File: src/rtl/imem_stream_loader.sv
// Instruction memory with a streaming program loader.
// A load stream fills the memory from word 0 upward while the core is held.
// The core fetch port returns a registered instruction word one cycle after the address.
module imem_stream_loader #(
  parameter int unsigned DEPTH    = 64,
  parameter logic [31:0] NOP_WORD = 32'h0000_0013
) (
  input  logic                       clk,
  input  logic                       rst_n,
  input  logic [31:0]                A,
  output logic [31:0]                RD,
  input  logic                       load_start,
  input  logic                       load_valid,
  input  logic [31:0]                load_data,
  input  logic                       load_last,
  output logic                       load_ready,
  output logic                       core_hold,
  output logic                       load_done,
  output logic                       load_err,
  output logic [$clog2(DEPTH):0]     load_count
);

  localparam int unsigned AW = $clog2(DEPTH);
  localparam int unsigned CW = AW + 1;

  localparam logic [1:0] S_IDLE = 2'd0;
  localparam logic [1:0] S_LOAD = 2'd1;
  localparam logic [1:0] S_DONE = 2'd2;

  logic [1:0]    state_q, state_d;
  logic [CW-1:0] cnt_q, cnt_d;
  logic          err_q, err_d;
  logic          done_q, done_d;
  logic          hold_q, hold_d;
  logic [31:0]   rd_q, rd_d;
  logic          wr_en_c;
  logic [31:0]   word_addr_c;
  logic          out_of_range_c;
  logic [AW-1:0] rd_idx_c;
  logic [AW-1:0] wr_idx_c;

  logic [31:0]   mem_q [DEPTH];

  // Fetch address decode: byte offset bits are dropped by the shift.
  assign word_addr_c    = A >> 2;
  assign out_of_range_c = (word_addr_c >= 32'(DEPTH));
  assign rd_idx_c       = word_addr_c[AW-1:0];
  assign wr_idx_c       = cnt_q[AW-1:0];

  // Next-state, write enable and fetch value.
  always_comb begin
    state_d = state_q;
    cnt_d   = cnt_q;
    err_d   = err_q;
    wr_en_c = 1'b0;
    case (state_q)
      S_IDLE, S_DONE: begin
        if (load_start) begin
          state_d = S_LOAD;
          cnt_d   = '0;
          err_d   = 1'b0;
        end
      end
      S_LOAD: begin
        if (load_start) begin
          // Restart: the beat presented this cycle is discarded.
          cnt_d = '0;
          err_d = 1'b0;
        end else if (load_valid) begin
          // The write pointer and the stored-word count are the same value.
          if (cnt_q < CW'(DEPTH)) begin
            wr_en_c = 1'b1;
            cnt_d   = cnt_q + CW'(1);
          end else begin
            err_d = 1'b1;
          end
          if (load_last) begin
            state_d = S_DONE;
          end
        end
      end
      default: state_d = S_IDLE;
    endcase
    hold_d = (state_d == S_LOAD);
    done_d = (state_d == S_DONE);
    if (hold_q || out_of_range_c) begin
      rd_d = NOP_WORD;
    end else begin
      rd_d = mem_q[rd_idx_c];
    end
  end

  // Control and fetch registers.
  always_ff @(posedge clk or negedge rst_n) begin
    if (!rst_n) begin
      state_q <= S_IDLE;
      cnt_q   <= '0;
      err_q   <= 1'b0;
      done_q  <= 1'b0;
      hold_q  <= 1'b0;
      rd_q    <= NOP_WORD;
    end else begin
      state_q <= state_d;
      cnt_q   <= cnt_d;
      err_q   <= err_d;
      done_q  <= done_d;
      hold_q  <= hold_d;
      rd_q    <= rd_d;
    end
  end

  // Memory array: no reset so contents survive both reset and reload.
  always_ff @(posedge clk) begin
    if (wr_en_c) begin
      mem_q[wr_idx_c] <= load_data;
    end
  end

  assign RD         = rd_q;
  assign load_ready = hold_q;
  assign core_hold  = hold_q;
  assign load_done  = done_q;
  assign load_err   = err_q;
  assign load_count = cnt_q;

endmodule

File: config.mk
export PLATFORM = sky130hd
export DESIGN_NAME = imem_stream_loader
export DESIGN_NICKNAME = d
export VERILOG_FILES = /design/src/rtl/imem_stream_loader.sv
export SDC_FILE = /design/constraint.sdc
export NUM_CORES = 2
export LEC_CHECK = 0
export ABC_AREA = 1
export CORE_AREA = 8 8 497 450
export DETAILED_ROUTE_END_ITERATION = 7
export DIE_AREA = 0 0 505 458
export PLACE_DENSITY = 0.66
export SLEW_MARGIN = 20
export SYNTH_ARGS = -nofsm -noshare
export SYNTH_HDL_FRONTEND = slang
export SYNTH_SLANG_ARGS = --single-unit
File: constraint.sdc
create_clock -name clk -period 9.1 [get_ports clk]
set_clock_uncertainty 0.15 [all_clocks]
set_input_delay 0.91 -clock clk [delete_from_list [all_inputs] [get_ports clk]]
set_output_delay 0.91 -clock clk [all_outputs]
set_load 0.02 [all_outputs]
Word-level counts from Yosys, hierarchy flattened
Memory sizes are Yosys's and may differ from the RTL's.
Cells that the tools add are included.
{"block": "word_totals", "wordCells": 46, "output_inout_bits": 43, "latchBits": 0, "rom_bits": 0, "memories": 1, "in_bits": 69, "reg_bits": 44, "mem_bits_rw": 2048}
{"memory": "mem_q", "words": 64, "width": 32, "rd": 1, "rd_clocked_by_memory_dff": 0, "write_ports": 1, "line_no": "42", "source": "logic [31:0] mem_q [DEPTH];"}
{"block": "op_classes", "n_lt_le_gt_ge": 2, "mux": 22, "div": 0, "reduce_logical": 6, "addsub": 1, "eq_ne": 8, "n_mul": 0, "bitwise_logic": 0, "shifts": 0}
{"cell": "$mux 32", "count": 1}
{"cell": "$ge 30x7->1 const B", "count": 1}
{"cell": "$mux 7", "count": 4}
{"cell": "$pmux 7 s2", "count": 1}
{"cell": "$mux 1", "count": 10}
{"cell": "$ne 3x3->1 const B", "count": 3}
{"cell": "$mux 2", "count": 4}
{"cell": "$reduce_and 4->1", "count": 2}
{"cell": "$add 7x1->7 const B", "count": 1}
{"cell": "$lt 7x7->1 const B", "count": 1}
{"cell": "$eq 2x1->1 const B", "count": 2}
{"cell": "$eq 2x2->1 const B", "count": 2}
{"cell": "$pmux 2 s2", "count": 1}
{"cell": "$logic_not 2->1", "count": 1}
{"cell": "$ne 2x2->1 const B", "count": 1}
{"cell": "$pmux 1 s2", "count": 1}
{"cell": "$reduce_bool 2->1", "count": 1}
{"cell": "$reduce_or 2->1", "count": 1}
{"cell": "$logic_or 1x1->1", "count": 1}

Logic depth before layout (Yosys ltp)
{"block": "depth", "depth_word": 7, "ltp_mapped": 13, "depth_no_buf": 11}

Least setup slack after synthesis
No wires, ideal clock.
{"block": "synth_path", "kind": "input to register", "start": "input port load_start", "end": "memory mem_q[12][0], enable pin", "setup_slack_ns": 5.274, "path_stages": 10, "arrival_time_ns": 3.254, "setup_ns": 0.421, "required_ns": 8.529, "n_path_buf": 0, "cell_sequence": "inv_1 > nand3_1 > nor2_1 > nor2_4 > inv_2 > nor2_4 > inv_2 > nor2_8 > nand3_4 > nor2_1"}
{"block": "synth_between", "elab_chain_cells": 4}
{"item": "from (decl)", "line_no": "12", "source": "input logic load_start,"}
{"item": "$mux 1", "line_no": "65", "source": "if (load_start) begin"}
{"item": "$mux 1", "line_no": "56", "source": "case (state_q)"}
{"item": "$mux 1", "line_no": "114", "source": "if (wr_en_c) begin"}
{"item": "$mux 1 (implied by the code)", "line_no": "115", "source": "mem_q[wr_idx_c] <= load_data;"}
{"item": "to (decl)", "line_no": "42"}
Every way passes these cells.

Final worst setup path
{"block": "layout_path", "start": "input port A[2]", "end": "register rd_q[29], in the netlist RD[29]"}
{"block": "layout_between", "elab_chain_cells": 3, "elab_cells_between_ends": 4, "classes_between": "order compare (1); mux (1); reduce/logical (1); memory (1)"}
{"item": "from (decl)", "line_no": "10", "source": "input logic [31:0] A,"}
{"item": "$ge 30x7->1", "line_no": "46", "source": "assign out_of_range_c = (word_addr_c >= 32'(DEPTH));"}
{"item": "$logic_or 1x1->1", "line_no": "86", "source": "if (hold_q || out_of_range_c) begin"}
{"item": "$mux 32 (*)", "line_no": "86"}
{"item": "named net rd_d[29]", "line_no": "35", "source": "logic [31:0] rd_q, rd_d;"}
{"item": "to (signal assigned)", "line_no": "108", "source": "rd_q <= rd_d;"}
{"item": "to (decl)", "line_no": "35"}
The timed path passes the listed nets; every way through them passes the cells marked *.
A chain may end at the register's enable or synchronous reset.

==> reports/metrics.yaml <==
status: "complete, no violations"
cts_buffer_depth: 3
wl_um: 230000
wl_per_cell_um: 23.3
tritoncts: "done"
stdcell_count: 9855
grt_pass1_vias: 50400
register_area_um2: 62600
critPathLaunchType: "primary input"
fmax_mhz: 247
synth_edf_count: 2048
yosys-top-cells-area: "edfxtp_1, nand3_1, nand2_1, buf_2, dfrtp_1"
syn_to_final_growth_pct: 12.5
ios: 112
dp_hpwl_um: 112000
rsz0062_at_grt: "false"
cts_htree_levels: 4
slew_headroom_pct: 8.82
finalMaxSlewViolations: 0
crit_path_frequent_cell: "nand3_1"
crit_arrival_ps: 4590
period_needed_ps: 4050
drtIter0Drc: 7116
synth-seq-cells: 2092
grt_overflow_total: 0
yosys.cell_count.top_type: "nand2_1"
grt_max_degree: 220
cp-endpoint: "RD[29]"
clk_latency_ps: 820
synth.distinct_cells: 32
cp.depth: 11
r2r-end: "mem_q[57][3]"
cts_root_buf: "clkbuf_16"
die_w_um: 505
min_path_type: "reg -> reg"
crit_path_top_delay_cell: "buf_4"
start_util_pct: 38.8
synth_top_area_share_pct: 73.7
path_clk_slew_ps: 60
die_area_um2: 231000
path_cells: "buf_8 > buf_4 > buf_4 > nand2_1 > nand3_1 > nand3_1 > nand3_1 > nand3_1 > nand3_1 > nand2_1 > nor2_1"
drive_above_1_share_pct: 7.55
finalSetupTns_ps: 0
ant_nets: 0
end_kind: "flip-flop"
ys.flop_type: "edfxtp_1"
synthArstFlopShare_pct: 2.10
r2r_setup_slack_ps: 5290
cp_top_family: "buffers and inverters"
clock-sinks: 2092
drv_cap: 0
cts_made_buffers: 204
antenna_found_initial: 11
min-delay-start: "load_err"
dr.pass1.iters: 6
critPathMaxStageDelay_ps: 820
r2r-start: "state_q[0]"
period_share_pct: 44.5
ys_seq_area_share_pct: 75.0
gp_congestion: 0.803
core-area_um2: 215000
synth_area_leader_cell: "edfxtp_1"
netlist_instances: 6813
synthTopCellsByCount: "nand2_1, edfxtp_1, nand3_1"
drc: 0
tightest_slew_ps: 1370
synth_area_um2: 83500
multi_input_area_um2: 19100
critPathLaunch: "A[2]"
ir_drop_mv: 0.193
syn_avg_cell_area_um2: 12.2
grt_pass1_wl_um: 332000
crit_buf_inv: 3
stdcell_area_um2: 93900
drt-vias-per-instance: 5.47
required_ps: 9640
leakage_nw: 32.3
yosys_warnings: 0
grt_usage_pct: 19.0
crit_fanout: 114
io_buffers: 109
final_hold_viol_count: 0
via_count: 53900
place_area_um2: 87500
final_nets: 6884
final-setup-viol-count: 0
dpl.cell_count: 9477
reg2regPathDepth: 10
power.density_nw_per_um2: 213
path_class: "in -> reg"
num-fill-cells: 19100
finalPower_mw: 19.9
num_rows: 162
die_h_um: 458
synth.net_count: 6883
[layout make-up]
cell class / count / share of cell area (%)
inverters: 25 / 0.144
clock inverters: 114 / 0.932
multi-input cells: 4247 / 20.3
well taps: 2870 / 3.83
clock buffers: 261 / 5.81
flip-flops and latches: 2092 / 66.7
diodes: 2 / 0.00533
repair buffers: 244 / 2.25
[cell usage in the layout, fill, tap and decap left out, types with 2 or more instances in the layout]
cell type,n
a21oi_1,5
buf_12,13
buf_2,33
buf_4,123
buf_8,3
bufinv_16,13
clkbuf_1,49
clkbuf_16,209
clkbuf_8,3
clkdlybuf4s50_1,70
clkinv_1,63
clkinv_2,25
clkinv_4,3
clkinv_8,2
clkinvlp_4,3
dfrtp_1,41
dfstp_2,3
diode_2,2
edfxtp_1,2048
inv_1,16
inv_2,4
inv_6,8
nand2_1,2121
nand3_1,1970
nand3_2,3
nand3_4,4
nand4_1,2
nor2_1,54
nor2_4,67
nor3_1,3
nor4_1,4
o21ai_0,2
o21ai_2,2
o22ai_1,2
[per-stage QoR]
| stage | hold WS (ps) | utilization, % | worst slack [ps] |
|---|---|---|---|
| finish | 379 | 43.6 | 5050 |
| global route | 422 | 43.6 | 4910 |
| CTS | 385 | 43.6 | 5140 |
| detailed placement | 359 | 40.7 | 4250 |
| global placement | 357 | 40.7 | 4280 |
| floorplan | 408 | - | 5270 |
[kinds of logic (layout without fill, tap and decap cells)]
group | count (synthesis) | in the layout | synth area share [%]
compound gates | 13 | 13 | 0.0945
flops | 2092 | 2092 | 75.0
xor+xnor | 1 | 1 | 0.0105
simple gates | 4232 | 4232 | 22.2
buf+inv | 474 | 644 | 2.71
other cells | 0 | 2 | 0
fa+ha+maj | 1 | 1 | 0.0150
[report_power, final]
group	internal, mW	leakage, nW	total (mW)	switching, mW
logic	0.291	10.2	1.23	0.934
registers	10.6	19.0	10.6	0.0222
clock network	4.58	3.09	8.07	3.50
total	15.5	32.3	19.9	4.45
[worst reg2reg max path: stages, from the launching register on]
cell	delay, ps
dfrtp_1	440
nand3_1	180
nor2_1	100
nor2_4	260
inv_2	70
nor2_4	190
inv_2	110
nor2_4	140
nand3_2	460
nor2_4	850
buf_4	490
[metal layers]
| layer | global-route usage (%) | vias up | share of wire [%] |
|---|---|---|---|
| met3 | 4.12 | 434 | 11 |
| met4 | 8.18 | 6 | 4.3 |
| li1 | - | 24300 | - |
| met1 | 26.1 | 26300 | 40 |
| met5 | 0 | - | 0.018 |
| met2 | 29.4 | 2802 | 45 |
[timing repair]
action,in CTS,in global routing
endpoints found under the hold margin,23,0
setup buffers,0,0
gates resized for setup,0,0
hold buffers,1,0
[flip-flops by register name (all words and copies together), names as in the netlist]
| signal | cells |
|---|---|
| RD | 32 |
| load_err | 1 |
| mem_q | 2048 |
| core_hold | 1 |
| load_done | 1 |
| load_count | 7 |
| state_q | 2 |
[how the worst min path moves through the flow]
stage | endpoint | slack, ps | cells past startpoint
2_1_floorplan | load_done | 410 | 2
3_3_place_gp | load_err | 360 | 2
3_5_place_dp | load_err | 360 | 2
4_1_cts | load_err | 380 | 2
5_1_grt | load_err | 420 | 2
6_report | load_err | 380 | 2
Power figures use the tool's default switching activity.
